===== src/rtl/cache_refill_unit.sv =====
// Miss handler: optional word-by-word victim write-back, then in-order refill of the
// missing line through the fill port, one outstanding memory read at a time.
//
//   state   | meaning
//   --------+-----------------------------------------------------------
//   IDLE    | waiting for a miss request, req_ready high
//   WB_REQ  | presenting victim word idx as a memory write
//   RD_REQ  | presenting line word idx as a memory read
//   RD_WAIT | read outstanding, waiting for response to fill word idx
//   DONE    | one-cycle completion pulse
module cache_refill_unit #(
  parameter int BLOCK_OFFSET_BITS = 6,
  parameter int WORDS_PER_BLOCK   = 16,
  parameter int IDX_BITS          = 4
) (
  input  logic                clk,
  input  logic                reset,
  input  logic                req_valid,
  output logic                req_ready,
  input  logic [31:0]         req_addr,
  input  logic                req_wb,
  input  logic [31:0]         req_wb_addr,
  output logic [IDX_BITS-1:0] vic_rd_idx,
  input  logic [31:0]         vic_rd_data,
  output logic                mem_req_valid,
  input  logic                mem_req_ready,
  output logic                mem_req_we,
  output logic [31:0]         mem_req_addr,
  output logic [31:0]         mem_req_wdata,
  input  logic                mem_rsp_valid,
  input  logic [31:0]         mem_rsp_rdata,
  output logic                fill_valid,
  output logic [IDX_BITS-1:0] fill_idx,
  output logic [31:0]         fill_data,
  output logic                done,
  output logic                busy
);

  localparam int LINE_BITS = 32 - BLOCK_OFFSET_BITS;
  localparam logic [IDX_BITS-1:0] IDX_LAST = IDX_BITS'(WORDS_PER_BLOCK - 1);

  typedef enum logic [2:0] {
    IDLE    = 3'd0,
    WB_REQ  = 3'd1,
    RD_REQ  = 3'd2,
    RD_WAIT = 3'd3,
    DONE    = 3'd4
  } state_t;

  state_t                state, state_nxt;
  logic [IDX_BITS-1:0]   idx, idx_nxt;
  logic [LINE_BITS-1:0]  miss_line, wb_line;

  always_ff @(posedge clk) begin
    if (reset) begin
      state     <= IDLE;
      idx       <= '0;
      miss_line <= '0;
      wb_line   <= '0;
    end else begin
      state <= state_nxt;
      idx   <= idx_nxt;
      if (req_valid && req_ready) begin
        miss_line <= req_addr[31:BLOCK_OFFSET_BITS];
        wb_line   <= req_wb_addr[31:BLOCK_OFFSET_BITS];
      end
    end
  end

  always_comb begin
    state_nxt     = state;
    idx_nxt       = idx;
    req_ready     = 1'b0;
    busy          = 1'b1;
    vic_rd_idx    = '0;
    mem_req_valid = 1'b0;
    mem_req_we    = 1'b0;
    mem_req_addr  = '0;
    mem_req_wdata = '0;
    fill_valid    = 1'b0;
    fill_idx      = '0;
    fill_data     = '0;
    done          = 1'b0;

    case (state)
      IDLE: begin
        req_ready = 1'b1;
        busy      = 1'b0;
        if (req_valid) begin
          idx_nxt   = '0;
          state_nxt = req_wb ? WB_REQ : RD_REQ;
        end
      end
      WB_REQ: begin
        mem_req_valid = 1'b1;
        mem_req_we    = 1'b1;
        mem_req_addr  = {wb_line, idx, 2'b00};
        mem_req_wdata = vic_rd_data;
        vic_rd_idx    = idx;
        if (mem_req_ready) begin
          // idx wraps to 0 after the last victim word, ready for the refill pass
          idx_nxt = idx + 1'b1;
          if (idx == IDX_LAST) state_nxt = RD_REQ;
        end
      end
      RD_REQ: begin
        mem_req_valid = 1'b1;
        mem_req_addr  = {miss_line, idx, 2'b00};
        if (mem_req_ready) state_nxt = RD_WAIT;
      end
      RD_WAIT: begin
        if (mem_rsp_valid) begin
          fill_valid = 1'b1;
          fill_idx   = idx;
          fill_data  = mem_rsp_rdata;
          if (idx == IDX_LAST) begin
            state_nxt = DONE;
          end else begin
            idx_nxt   = idx + 1'b1;
            state_nxt = RD_REQ;
          end
        end
      end
      DONE: begin
        done      = 1'b1;
        state_nxt = IDLE;
      end
      default: state_nxt = IDLE;
    endcase
  end

endmodule


===== config.mk =====
export PLATFORM = sky130hd
export DESIGN_NAME = cache_refill_unit
export DESIGN_NICKNAME = d
export VERILOG_FILES = /design/src/rtl/cache_refill_unit.sv
export SDC_FILE = /design/constraint.sdc
export NUM_CORES = 1
export LEC_CHECK = 0
export ABC_AREA = 1
export BUFFER_PORTS_ARGS = -buffer_cell sky130_fd_sc_hd__buf_2
export CORE_AREA = 2 2 94 96
export CTS_BUF_LIST = sky130_fd_sc_hd__clkbuf_8
export DETAILED_ROUTE_END_ITERATION = 10
export DIE_AREA = 0 0 96 98
export GPL_TIMING_DRIVEN = 0
export MAX_ROUTING_LAYER = met4
export PLACE_DENSITY = 0.89
export RECOVER_POWER = 50
export SETUP_SLACK_MARGIN = 0.3
export SLEW_MARGIN = 20
export SYNTH_ARGS = -nofsm -noshare
export SYNTH_HDL_FRONTEND = slang
export SYNTH_SLANG_ARGS = --single-unit

===== constraint.sdc =====
create_clock -name clk -period 1.5 [get_ports clk]
set_clock_uncertainty 0.05 [all_clocks]
set_input_delay 0.15 -clock clk [delete_from_list [all_inputs] [get_ports clk]]
set_output_delay 0.15 -clock clk [all_outputs]
set_load 0.01 [all_outputs]

# Yosys cells after proc, flatten, opt, wreduce, memory -nomap -nowiden
# Cells that the tools add are included.
# word_totals
ff_bits,59
inputBits,134
output_inout_bits,110
word_cells,49
# op_classes
addsub,1
n_eq_ne,11
muxes,27
reduce_logical,6
# ops
op,n
two-way mux 32 bit,3
case mux 32 bit (2 select lines),1
two-way mux 4 bit,7
two-way mux 3 bit,6
"inequality test 2 bit, second input constant",6
case mux 3 bit (4 select lines),1
case mux 4 bit (3 select lines),1
AND reduction 5 bit,2
two-way mux 1 bit,7
"== test 3 x 2 -> 1 bit, second input constant",2
"adder 4 x 1 -> 4 bit, second input constant",1
"== test 4 bit, second input constant",1
"== test 3 x 1 -> 1 bit, second input constant",1
"== test 3 bit, second input constant",1
zero test 3 bit,1
nonzero test 3 bit,1
two-way mux 2 bit,1
OR reduction 2 bit,1
logical AND 1 bit,1

# Logic depth before layout (Yosys ltp)
# depth
depth_word,4
ltp_mapped,9
ltp_nobuf,9

# Least setup slack after synthesis
# No wires, ideal clock.
# synth_path
path_kind,reg-to-output
from,register state[0]
to,output port fill_idx[0]
arrival_ps,1222
required_time_ps,1300
setup_slack_ps,78
path_stages_with_launch,7
path_cell_list,dfxtp_1 nand2_1 nor2_2 inv_2 nor2_1 inv_1 nor2_1
# synth_between
elab_chain_len,2
# synth_lines
element,line,source
from (decl),50,"state_t state, state_nxt;"
from (signal assigned),61,state <= state_nxt;
== test 3 x 2 -> 1 bit,85,case (state)
two-way mux 4 bit,85,
to (decl),33,"output logic [IDX_BITS-1:0] fill_idx,"
# Every way passes these cells.

# Worst setup path in the final report
# layout_path
from,register state[1]
to,output port mem_req_wdata[30]
# layout_between
elab_chain_len,2
# layout_lines
element,line,source
== test 3 x 1 -> 1 bit,85,
two-way mux 32 bit,85,
to (decl),29,"output logic [31:0] mem_req_wdata,"
# Every way passes these cells.

==> implementation parameters <==
Parameter                              Value

Min path
  Path class of the lowest-slack min-delay path ... input port to flip-flop
  Depth of the worst hold-timing path ... 3

Clock tree
  Register clock-pin slew on the reported worst setup and hold paths ... 80 ps
  Source-to-sink clock delay at the later pin of the worst-skew pair ... around 340 ps
  CTS root buffer ... clkbuf_8
  CTS tree ... done
  Total clock buffers created by CTS ... 9
  Deepest level of the CTS H-tree ... 3
  Number of clock sinks ... 59
  Maximum count of clock buffers along a single path ... 2

Critical path
  Reg2reg path depth ... 10
  Cell with the largest stage delay on the worst path ... dfxtp_4
  Cell Chain, Critical Path ... inv_8 > nand3_4 > buf_12 > buf_6 > nor2_1 > buf_2
  Stage delay of the slowest cell on the critical path ... 390 ps
  Critical Path End Type ... output pin
  Crit path arrival time ... approximately 1500 ps
  Worst Setup Start Kind ... flip-flop
  Largest delay share family, worst path ... buffers and inverters
  Worst setup path category ... flip-flop to output pin
  Buffers and inverters on the worst path ... 4
  Required time of the critical path ... 1300 ps
  Worst-path fanout max ... 6
  Crit path depth ... 6

Synth
  Post-synthesis instance area ... 0.003139 mm²
  Synth cell types ... 24
  Yosys reg bits ... 59
  Sequential area share after synthesis ... 37.62%
  Warnings, synthesis ... 0
  Post-Syn Area per Cell ... 6.329 µm²
  Synthesized instance count ... 496

Drt
  Detailed-router iteration count before antenna repair ... 5
  Post-DR wirelength/cell ... 16.42 µm
  Detailed Route WL ... 14330 µm
  Detailed-route vias per instance ... 5.003
  DR DRC count ... 0
  First DRT Iteration DRCs ... 150
  Vias after detailed routing ... 4368
  Antenna Nets Post-Route ... 0

GRT
  Pin count of the biggest net entering global routing ... 13
  Antenna violations before repair ... 1
  Total GRT Usage ... 25.04%
  First-pass GRT wire length ... 17820 µm
  Number of global-route vias before repair ... 3857
  Global route total overflow ... 0

STA
  Number of setup violations in the final report ... 165
  Worst Slack Setup Final ... -230.2 ps
  Post-route clock period utilization ... 115.3%
  Clock period minus worst slack ... 1730 ps
  Final Hold Violating Endpoints ... 0
  Unrepaired setup endpoints after global routing ... true
  Total negative setup slack ... -23550 ps
  Worst-case hold slack ... 12.02 ps
  Max Fclk ... 0.5780 GHz
  Tightest slew margin relative to the limit ... 50.56%
  Total count of max-transition violations in the final report ... 0
  Measured slew at the worst slew-check pin ... ~740 ps

Power and ir drop
  Peak supply drop ... 0.9299 mV
  Post-layout total power ... about 8.5 mW
  Static leakage power ... 2.923 nW
  Cell area power density ... around 1400 mW/mm²

Floorplan
  Die width ... 96 µm
  Initial cell density of the core ... 37.08%
  Number of placed I/O pins ... 244
  Die Area ... 0.009408 mm²
  Die outline height ... 98 µm
  Floorplan core area ... 0.008466 mm²
  Site row count ... 34

Placement
  Half-perimeter wire length after placement ... 8850 µm
  Port Buffer Count ... 228
  Pre-CTS setup slack ... -136.1 ps
  Weighted congestion reported at the end of routability-driven placement ... ~0.84
  Placed cell areas ... ~0.0048 mm²

Cells and area
  Reg area ... 0.001195 mm²
  Proportion of layout cells with a drive suffix above 1 ... between 60% and 70%
  Number of fill cells ... between 600 and 700
  Net count reported at finish ... 894
  Post-route design area ... 0.006121 mm²
  Area occupied by multi-input gates ... between 0.002 and 0.0025 mm²
  Synth-to-layout area growth ... 94.98%

Run status
  Violated checks ... setup timing
  Status ... finished with violations

Flow run
  Max-capacitance violation count ... 0
-- worst reg2reg max path, stage by stage (launching register included) --
cell and delay, ps:
dfxtp_4 380, nor2_4 180, buf_4 130, buf_4 130, nand2_4 70, inv_4 90, nand2_8 80, buf_8 140
buf_8 140, o21ai_2 130, a21oi_1 60
-- Yosys cell counts --
cell      count  area, µm²
o21ai_0      55      275.3
nor2_2        4      25.02
inv_1        99      371.6
nor2_1       85      319.1
inv_2         3      11.26
dfxtp_1      59       1181
ha_1          1      12.51
nand3_2       1      10.01
buf_4         2      15.01
nor3_1        1      5.000
buf_1         3      11.26
nor2_4        2      22.52
o22ai_1      26      162.7
conb_1        1      3.750
a21oi_1      57      285.3
buf_2         6      30.03
a21boi_0      1      7.510
nand2_4       3      33.78
clkbuf_1     21      78.83
nand3_1       9      45.04
buf_6         2      22.52
nand2_1      53      198.9
or2_2         1      6.260
o21ai_1       1      5.000
-- routing by layer --
metal  GRT usage [%]  vias up  wire length, µm
met5               -        -                0
met3           5.015       48             1123
li1                -     2077                -
met4           9.121        0              471
met2           45.35      223             7856
met1           26.18     2020             4882
-- state kept, by name (all words and copies together) (netlist names) --
signal and count:
miss_line 26, wb_line 26, idx 4, state 3
-- report_power, final --
group | internal, mW | total [mW] | switching [mW]
registers | 2.03 | 2.24 | 0.210
clock network | 0.605 | 1.31 | 0.708
logic | 2.12 | 4.93 | 2.81
total | 4.76 | 8.48 | 3.72
-- final cells by class --
class / count / area share [%]
diodes: 1 / 0.04088
clock buffers: 9 / 2.024
plain buffers: 34 / 6.092
flip-flops and latches: 59 / 19.52
clock inverters: 7 / 0.8790
inverters: 102 / 6.623
multi-input cells: 303 / 36.61
repair buffers: 250 / 26.00
well taps: 108 / 2.208
-- path summary, 6_finish.rpt --
kind              slack, ps                     start                        to
setup / recovery       -230     state[1]$_SDFFE_PP0P_         mem_req_wdata[30]
hold / removal           10           req_wb_addr[27]  wb_line[21]$_SDFFE_PP0P_
setup reg to reg       -190     state[0]$_SDFFE_PP0P_   wb_line[7]$_SDFFE_PP0P_
hold reg to reg         410  wb_line[17]$_SDFFE_PP0P_  wb_line[17]$_SDFFE_PP0P_
-- cells in the final DEF, fill, tap and decap left out, types with 4 or more instances in the layout --
master	synthesis	layout
clkbuf_16	0	5
o21ai_0	55	7
clkbuf_8	0	9
nand3_1	9	6
nor2_4	2	33
clkbuf_1	21	10
inv_1	99	95
nor2_1	85	15
o21ai_1	1	17
nor2_2	4	43
o21ai_2	0	31
buf_4	2	12
a21oi_1	57	32
o22ai_2	0	22
buf_8	0	10
inv_4	0	4
buf_6	2	44
a21oi_2	0	24
nand2_1	53	48
buf_2	6	199
dfxtp_1	59	54
-- logic make-up (layout without fill, tap and decap cells) --
logic type | count (synthesis) | count (layout) | synth area share [%]
simple gates | 159 | 160 | 21.20
flops | 59 | 59 | 37.62
fa+ha+maj | 1 | 1 | 0.3985
buf+inv | 136 | 402 | 17.22
other cells | 1 | 3 | 0.1195
compound gates | 140 | 140 | 23.44
-- stage by stage --
step	util, %	instances
5_1_grt	72.30	873
4_1_cts	61.78	859
3_5_place_dp	56.27	833
6_report	72.30	873
3_3_place_gp	56.27	833
2_1_floorplan	-	497
-- repair_timing --
item                                    CTS  global route
pin swaps                                 3             8
cloned                                    2             6
buffers inserted                          7             7
hold endpoints to repair                  3             0
resized for setup                        63           212
endpoints found under the setup margin  166           167
hold buffers                              1             0
Power figures use the tool's default switching activity.
